$ cat src/rtl/tlp_mux.sv
// ---------------------------------------------------------------------------
// tlp_mux
//
// Merges the read-completion TLP stream and the write TLP stream into a single
// outgoing TLP stream toward the PCIe transaction layer. Sources are granted
// whole packets at a time, alternating round-robin on ties, and every accepted
// beat passes through one output register (one cycle of latency, no skid).
//
// Ports:
//   clk, rst_n                 clock, asynchronous active-low reset
//   r_in_data/hdr/sop/eop      read-source beat (payload, header, framing)
//   r_in_valid / r_in_ready    read-source handshake
//   w_in_data/hdr/sop/eop      write-source beat (payload, header, framing)
//   w_in_valid / w_in_ready    write-source handshake
//   out_data/hdr/sop/eop       merged beat
//   out_valid / out_ready      merged-stream handshake
//   enable                     permits new packet grants
//   err_drop                   one-cycle pulse after a stray beat is discarded
// ---------------------------------------------------------------------------
module tlp_mux #(
  parameter int PORTS        = 2,
  parameter int DOUBLE_WORD  = 32,
  parameter int HEADER_SIZE  = 4 * DOUBLE_WORD,
  parameter int PAYLOAD_SIZE = 8 * DOUBLE_WORD
) (
  input  logic                    clk,
  input  logic                    rst_n,

  input  logic [PAYLOAD_SIZE-1:0] r_in_data,
  input  logic [HEADER_SIZE-1:0]  r_in_hdr,
  input  logic                    r_in_sop,
  input  logic                    r_in_eop,
  input  logic                    r_in_valid,
  output logic                    r_in_ready,

  input  logic [PAYLOAD_SIZE-1:0] w_in_data,
  input  logic [HEADER_SIZE-1:0]  w_in_hdr,
  input  logic                    w_in_sop,
  input  logic                    w_in_eop,
  input  logic                    w_in_valid,
  output logic                    w_in_ready,

  output logic [PAYLOAD_SIZE-1:0] out_data,
  output logic [HEADER_SIZE-1:0]  out_hdr,
  output logic                    out_sop,
  output logic                    out_eop,
  output logic                    out_valid,
  input  logic                    out_ready,

  input  logic                    enable,
  output logic                    err_drop
);

  localparam int SRC_BITS = (PORTS > 1) ? $clog2(PORTS) : 1;
  localparam logic [SRC_BITS-1:0] SRC_RD = '0;
  localparam logic [SRC_BITS-1:0] SRC_WR = SRC_BITS'(1);

  typedef enum logic [1:0] {
    IDLE  = 2'd0,
    GNT_R = 2'd1,
    GNT_W = 2'd2
  } state_t;

  state_t              state;
  state_t              state_next;
  logic [SRC_BITS-1:0] last;
  logic [SRC_BITS-1:0] last_next;

  logic req_r;
  logic req_w;
  logic out_free;
  logic r_accept;
  logic w_accept;
  logic load_r;
  logic load_w;
  logic drop_any;

  // A packet request needs a valid start-of-packet beat and permission to grant.
  assign req_r    = r_in_valid & r_in_sop & enable;
  assign req_w    = w_in_valid & w_in_sop & enable;
  // The output register can take a beat when empty or being drained this cycle.
  assign out_free = !out_valid | out_ready;

  // State register and round-robin pointer. The pointer resets to the write
  // source so that the read source wins the first tie.
  always_ff @(posedge clk or negedge rst_n) begin
    if (!rst_n) begin
      state <= IDLE;
      last  <= SRC_WR;
    end else begin
      state <= state_next;
      last  <= last_next;
    end
  end

  // Next-state logic: arbitrate in IDLE, hold the grant until the granted
  // source's eop beat is accepted, then return to IDLE for one bubble cycle.
  always_comb begin
    state_next = state;
    last_next  = last;
    case (state)
      IDLE: begin
        if (req_r && req_w) begin
          state_next = (last == SRC_WR) ? GNT_R : GNT_W;
        end else if (req_r) begin
          state_next = GNT_R;
        end else if (req_w) begin
          state_next = GNT_W;
        end
      end
      GNT_R: begin
        if (r_accept && r_in_eop) begin
          state_next = IDLE;
          last_next  = SRC_RD;
        end
      end
      GNT_W: begin
        if (w_accept && w_in_eop) begin
          state_next = IDLE;
          last_next  = SRC_WR;
        end
      end
      default: begin
        state_next = IDLE;
      end
    endcase
  end

  // Output decode: in IDLE only stray (non-sop) beats are accepted so they can
  // be discarded; in a grant state the granted source follows the output
  // register's free condition, giving same-cycle backpressure.
  always_comb begin
    r_in_ready = 1'b0;
    w_in_ready = 1'b0;
    case (state)
      IDLE: begin
        r_in_ready = r_in_valid & !r_in_sop;
        w_in_ready = w_in_valid & !w_in_sop;
      end
      GNT_R: begin
        r_in_ready = out_free;
      end
      GNT_W: begin
        w_in_ready = out_free;
      end
      default: begin
        r_in_ready = 1'b0;
        w_in_ready = 1'b0;
      end
    endcase
    r_accept = r_in_valid & r_in_ready;
    w_accept = w_in_valid & w_in_ready;
    load_r   = r_accept & (state == GNT_R);
    load_w   = w_accept & (state == GNT_W);
    // Simultaneous strays from both sources collapse into one pulse.
    drop_any = (state == IDLE) & (r_accept | w_accept);
  end

  // Output register and error pulse. Data fields only change on a load, so
  // they hold steady while the downstream stalls.
  always_ff @(posedge clk or negedge rst_n) begin
    if (!rst_n) begin
      out_data  <= '0;
      out_hdr   <= '0;
      out_sop   <= 1'b0;
      out_eop   <= 1'b0;
      out_valid <= 1'b0;
      err_drop  <= 1'b0;
    end else begin
      err_drop <= drop_any;
      if (load_r) begin
        out_data  <= r_in_data;
        out_hdr   <= r_in_hdr;
        out_sop   <= r_in_sop;
        out_eop   <= r_in_eop;
        out_valid <= 1'b1;
      end else if (load_w) begin
        out_data  <= w_in_data;
        out_hdr   <= w_in_hdr;
        out_sop   <= w_in_sop;
        out_eop   <= w_in_eop;
        out_valid <= 1'b1;
      end else if (out_ready) begin
        out_valid <= 1'b0;
      end
    end
  end

endmodule

$ cat config.mk
export PLATFORM = sky130hd
export DESIGN_NAME = tlp_mux
export DESIGN_NICKNAME = d
export VERILOG_FILES = /design/src/rtl/tlp_mux.sv
export SDC_FILE = /design/constraint.sdc
export NUM_CORES = 1
export LEC_CHECK = 0
export CORE_AREA = 2 2 461 463
export DETAILED_ROUTE_END_ITERATION = 16
export DIE_AREA = 0 0 463 465
export GPL_ROUTABILITY_DRIVEN = 0
export PLACE_DENSITY = 0.42
export SLEW_MARGIN = 20
export SYNTH_ARGS = -nofsm -noshare
export SYNTH_HDL_FRONTEND = slang
export SYNTH_SLANG_ARGS = --single-unit
$ cat constraint.sdc
create_clock -name clk -period 2.3 [get_ports clk]
set_clock_uncertainty 0.15 [all_clocks]
set_input_delay 0.23 -clock clk [delete_from_list [all_inputs] [get_ports clk]]
set_output_delay 0.23 -clock clk [all_outputs]
set_load 0.05 [all_outputs]
==> impl_metrics.toml <==
[pwr]
seq_power_share = 0.215
internal_power_w = 0.0275
powerDensity_nw_per_um2 = 1380
swShare = 0.544
p_clk_frac = 0.152
ir_drop_v = 0.000692
p_leak_nw = 16.1
p_switching_w = 0.0328
combPwrFrac = 0.632

[placed_design]
pre_cts_ws_ps = -245
post_dp_cell_area_sq_um = 38400
portBuffers = 1167
hpwl_mm = 146

[floorplan]
dieHeight_microns = 465
core_sq_um = 211000
rows = 169
fp.dieW_microns = 463
initial_core_util = 0.102
dieArea_sq_um = 215000
pin_count = 1168

[global_routing]
grt_pass1_wl_mm = 248
grt_max_degree = 82
antenna_found_initial = 145
grt_pass1_vias = 29044
grt.overflow.total = 0
grtUsageTotal = 0.162

[drt]
finalWirelength_mm = 183
vias = 28785
via_per_inst = 4.24
route.antenna.remaining_nets = 0
drtIter0Drc = 2181
drc = 0
wl_per_cell_microns = 27.0
drt_first_pass_iters = 7

[critical_path]
worstPathCellList = "inv_16 -> mux2_4 -> nor2_4 -> buf_12"
crit_slowest_cell = "dfrtp_4"
required_ps = 1920
cp-end-kind = "output port"
critical_path_class = "reg2out"
slowest_delay_ps = 560
cp-start-kind = "flip-flop"
cp_data_arrival_time_ps = 1920
crit_path_max_fanout = 5

[synth]
synth-seq-area-share = 0.456
syn_avg_cell_area_sq_um = 9.12
synth_cell_types = 30
synth_fp_nets = 3131
synth_top_area_cell = "dfrtp_1"
yosys_most_used_dff = "dfrtp_1"
synth-edff-count = 0
synth_cells = 2353
synth_common_cells = "dfrtp_1 (390), a31oi_1 (386), nand4_1 (386), o31ai_1 (386), nor3_1 (385)"
synthMostInstantiatedCell = "dfrtp_1"
ys_warn_count = 0
async_reset_ff_frac = 1.00
synth_seq_cells = 391
syn-cell-area_sq_um = 21500
synth_top_area_frac = 0.455
synth_area_leaders = "dfrtp_1 (45%), o31ai_1 (14%), a31oi_1 (11%)"

[status]
status = "finished clean"

[clock_tree]
clkSlewWorstSetupHoldPaths_ps = 60
cts_tree = "yes"
insertion_delay_ps = 690
htree_levels = 2
root_buffer = "clkbuf_16"
cts.sinks = 391
clockBufferDepth = 3
cts_made_buffers = 56

[sta]
hold_viol = 0
finalSetupTns_ps = 0
period_minus_slack_ps = 2300
tightest_slew_ps = 636
worst_slack_ps = 4.38
maxSlewViolCount = 0
relSlewSlack = 0.578
fmax_ghz = 0.436
finalCritPeriodShare = 0.998
setup_viol = 0
rsz0062_at_grt = "true"

[final_layout]
drive_gt1_frac = 0.126
fin_area_sq_um = 43600
num-fill-cells = 23400
ff_latch_area_sq_um = 9790
area_growth_pct = 103
nets = 4640
multi_input_area_sq_um = 9910

[flow_run]
cap_violations = 0

[worst_hold_path]
hold_class = "in2reg"
-- final cells by class --
type / count / share of cell area
inverter: 3 / 0.000631
sequential: 391 / 0.224
timing repair inverter: 2 / 0.000401
tap: 2821 / 0.0809
timing repair buffer: 1836 / 0.421
clock inverter: 18 / 0.00487
clock buffer: 85 / 0.0376
multi-input combinational: 1572 / 0.227
antenna: 57 / 0.00327
-- registers in the layout (all words and copies together), names as in the netlist --
| signal | count |
|---|---|
| err_drop | 1 |
| last | 1 |
| out_data | 256 |
| out_eop | 1 |
| out_hdr | 128 |
| out_sop | 1 |
| out_valid | 1 |
| state | 2 |
-- power by group through the flow --
stage / sequential (W) / clock, W / combinational [W]
after global placement: 0.0132 / 0 / 0.0392
after detailed placement: 0.0131 / 0 / 0.0394
after CTS: 0.0130 / 0.00947 / 0.0384
after global routing: 0.0134 / 0.00971 / 0.0400
after floorplan: 0.0248 / 0 / 0.0102
final: 0.0130 / 0.00918 / 0.0381
-- placed cells by master, fill, tap and decap left out, types with 2 or more instances in the layout --
cell,netlist,layout
o31ai_1,386,386
bufinv_16,0,3
mux2_4,0,2
buf_12,0,103
a21oi_1,2,2
clkbuf_8,0,11
buf_6,15,2
clkinv_2,0,8
nor2b_4,0,2
dlygate4sd3_1,0,344
nand2_1,3,3
nand2b_1,4,2
dfrtp_2,0,2
inv_16,0,3
a31oi_1,386,386
dlygate4sd2_1,0,294
dlymetal6s2s_1,0,4
nand3b_1,3,3
diode_2,0,57
o211ai_1,2,2
nand4_1,386,386
dfrtp_1,390,387
clkbuf_16,0,57
nand2b_4,0,2
buf_4,12,281
clkdlybuf4s50_1,0,805
nor3_1,385,384
clkbuf_1,178,17
inv_6,0,6
nor2_4,0,2
and3_1,2,2
-- logic make-up after synthesis --
| group | Yosys count | share of synthesized area |
|---|---|---|
| and+or+nand+nor | 791 | 0.208 |
| AOI/OAI and AO/OA | 779 | 0.250 |
| DFF | 391 | 0.456 |
| buffers and inverters | 390 | 0.0852 |
| muxes | 2 | 0.00105 |
-- worst max-delay path: cells and delay by family (launching register included) --
family	cells	cell delay, ps
mux	1	310
flops	1	560
buf+inv	2	250
simple gates	1	110
-- stage by stage --
stage	std cells	utilization	hold WS, ps	power (W)
floorplan	2353	-	-216	0.0350
detailed placement	6266	0.182	27.7	0.0525
finish	6785	0.207	57.6	0.0602
CTS	6721	0.206	0.0664	0.0608
global route	6743	0.207	21.9	0.0631
global placement	6266	0.182	25.8	0.0524
-- final timing paths --
path | start | to | slack [ps] | cells after the start
min in group asynchronous | rst_n | out_data[178] | 120 | 3
max | state[1] | w_in_ready | 4 | 4
max reg2reg | state[1] | out_hdr[96] | 110 | 7
min reg2reg | last | last | 340 | 2
min | w_in_data[58] | out_data[58] | 60 | 3
max in group asynchronous | rst_n | out_data[48] | 1320 | 3
-- what timing repair did --
action,CTS,global route
cloned,2,0
buffers inserted,7,7
resized for setup,304,10
pin swaps,1,2
hold endpoints to repair,664,0
endpoints found under the setup margin,298,33
hold buffers,345,0
-- layer usage --
metal | GRT usage | routed length (microns) | vias up
met1 | 0.198 | 74200 | 14121
met3 | 0.0684 | 19800 | 333
met2 | 0.258 | 81900 | 1559
met5 | 0 | 562 | -
li1 | - | - | 12682
met4 | 0.0513 | 6700 | 90
(Power assumes the default switching activity.)
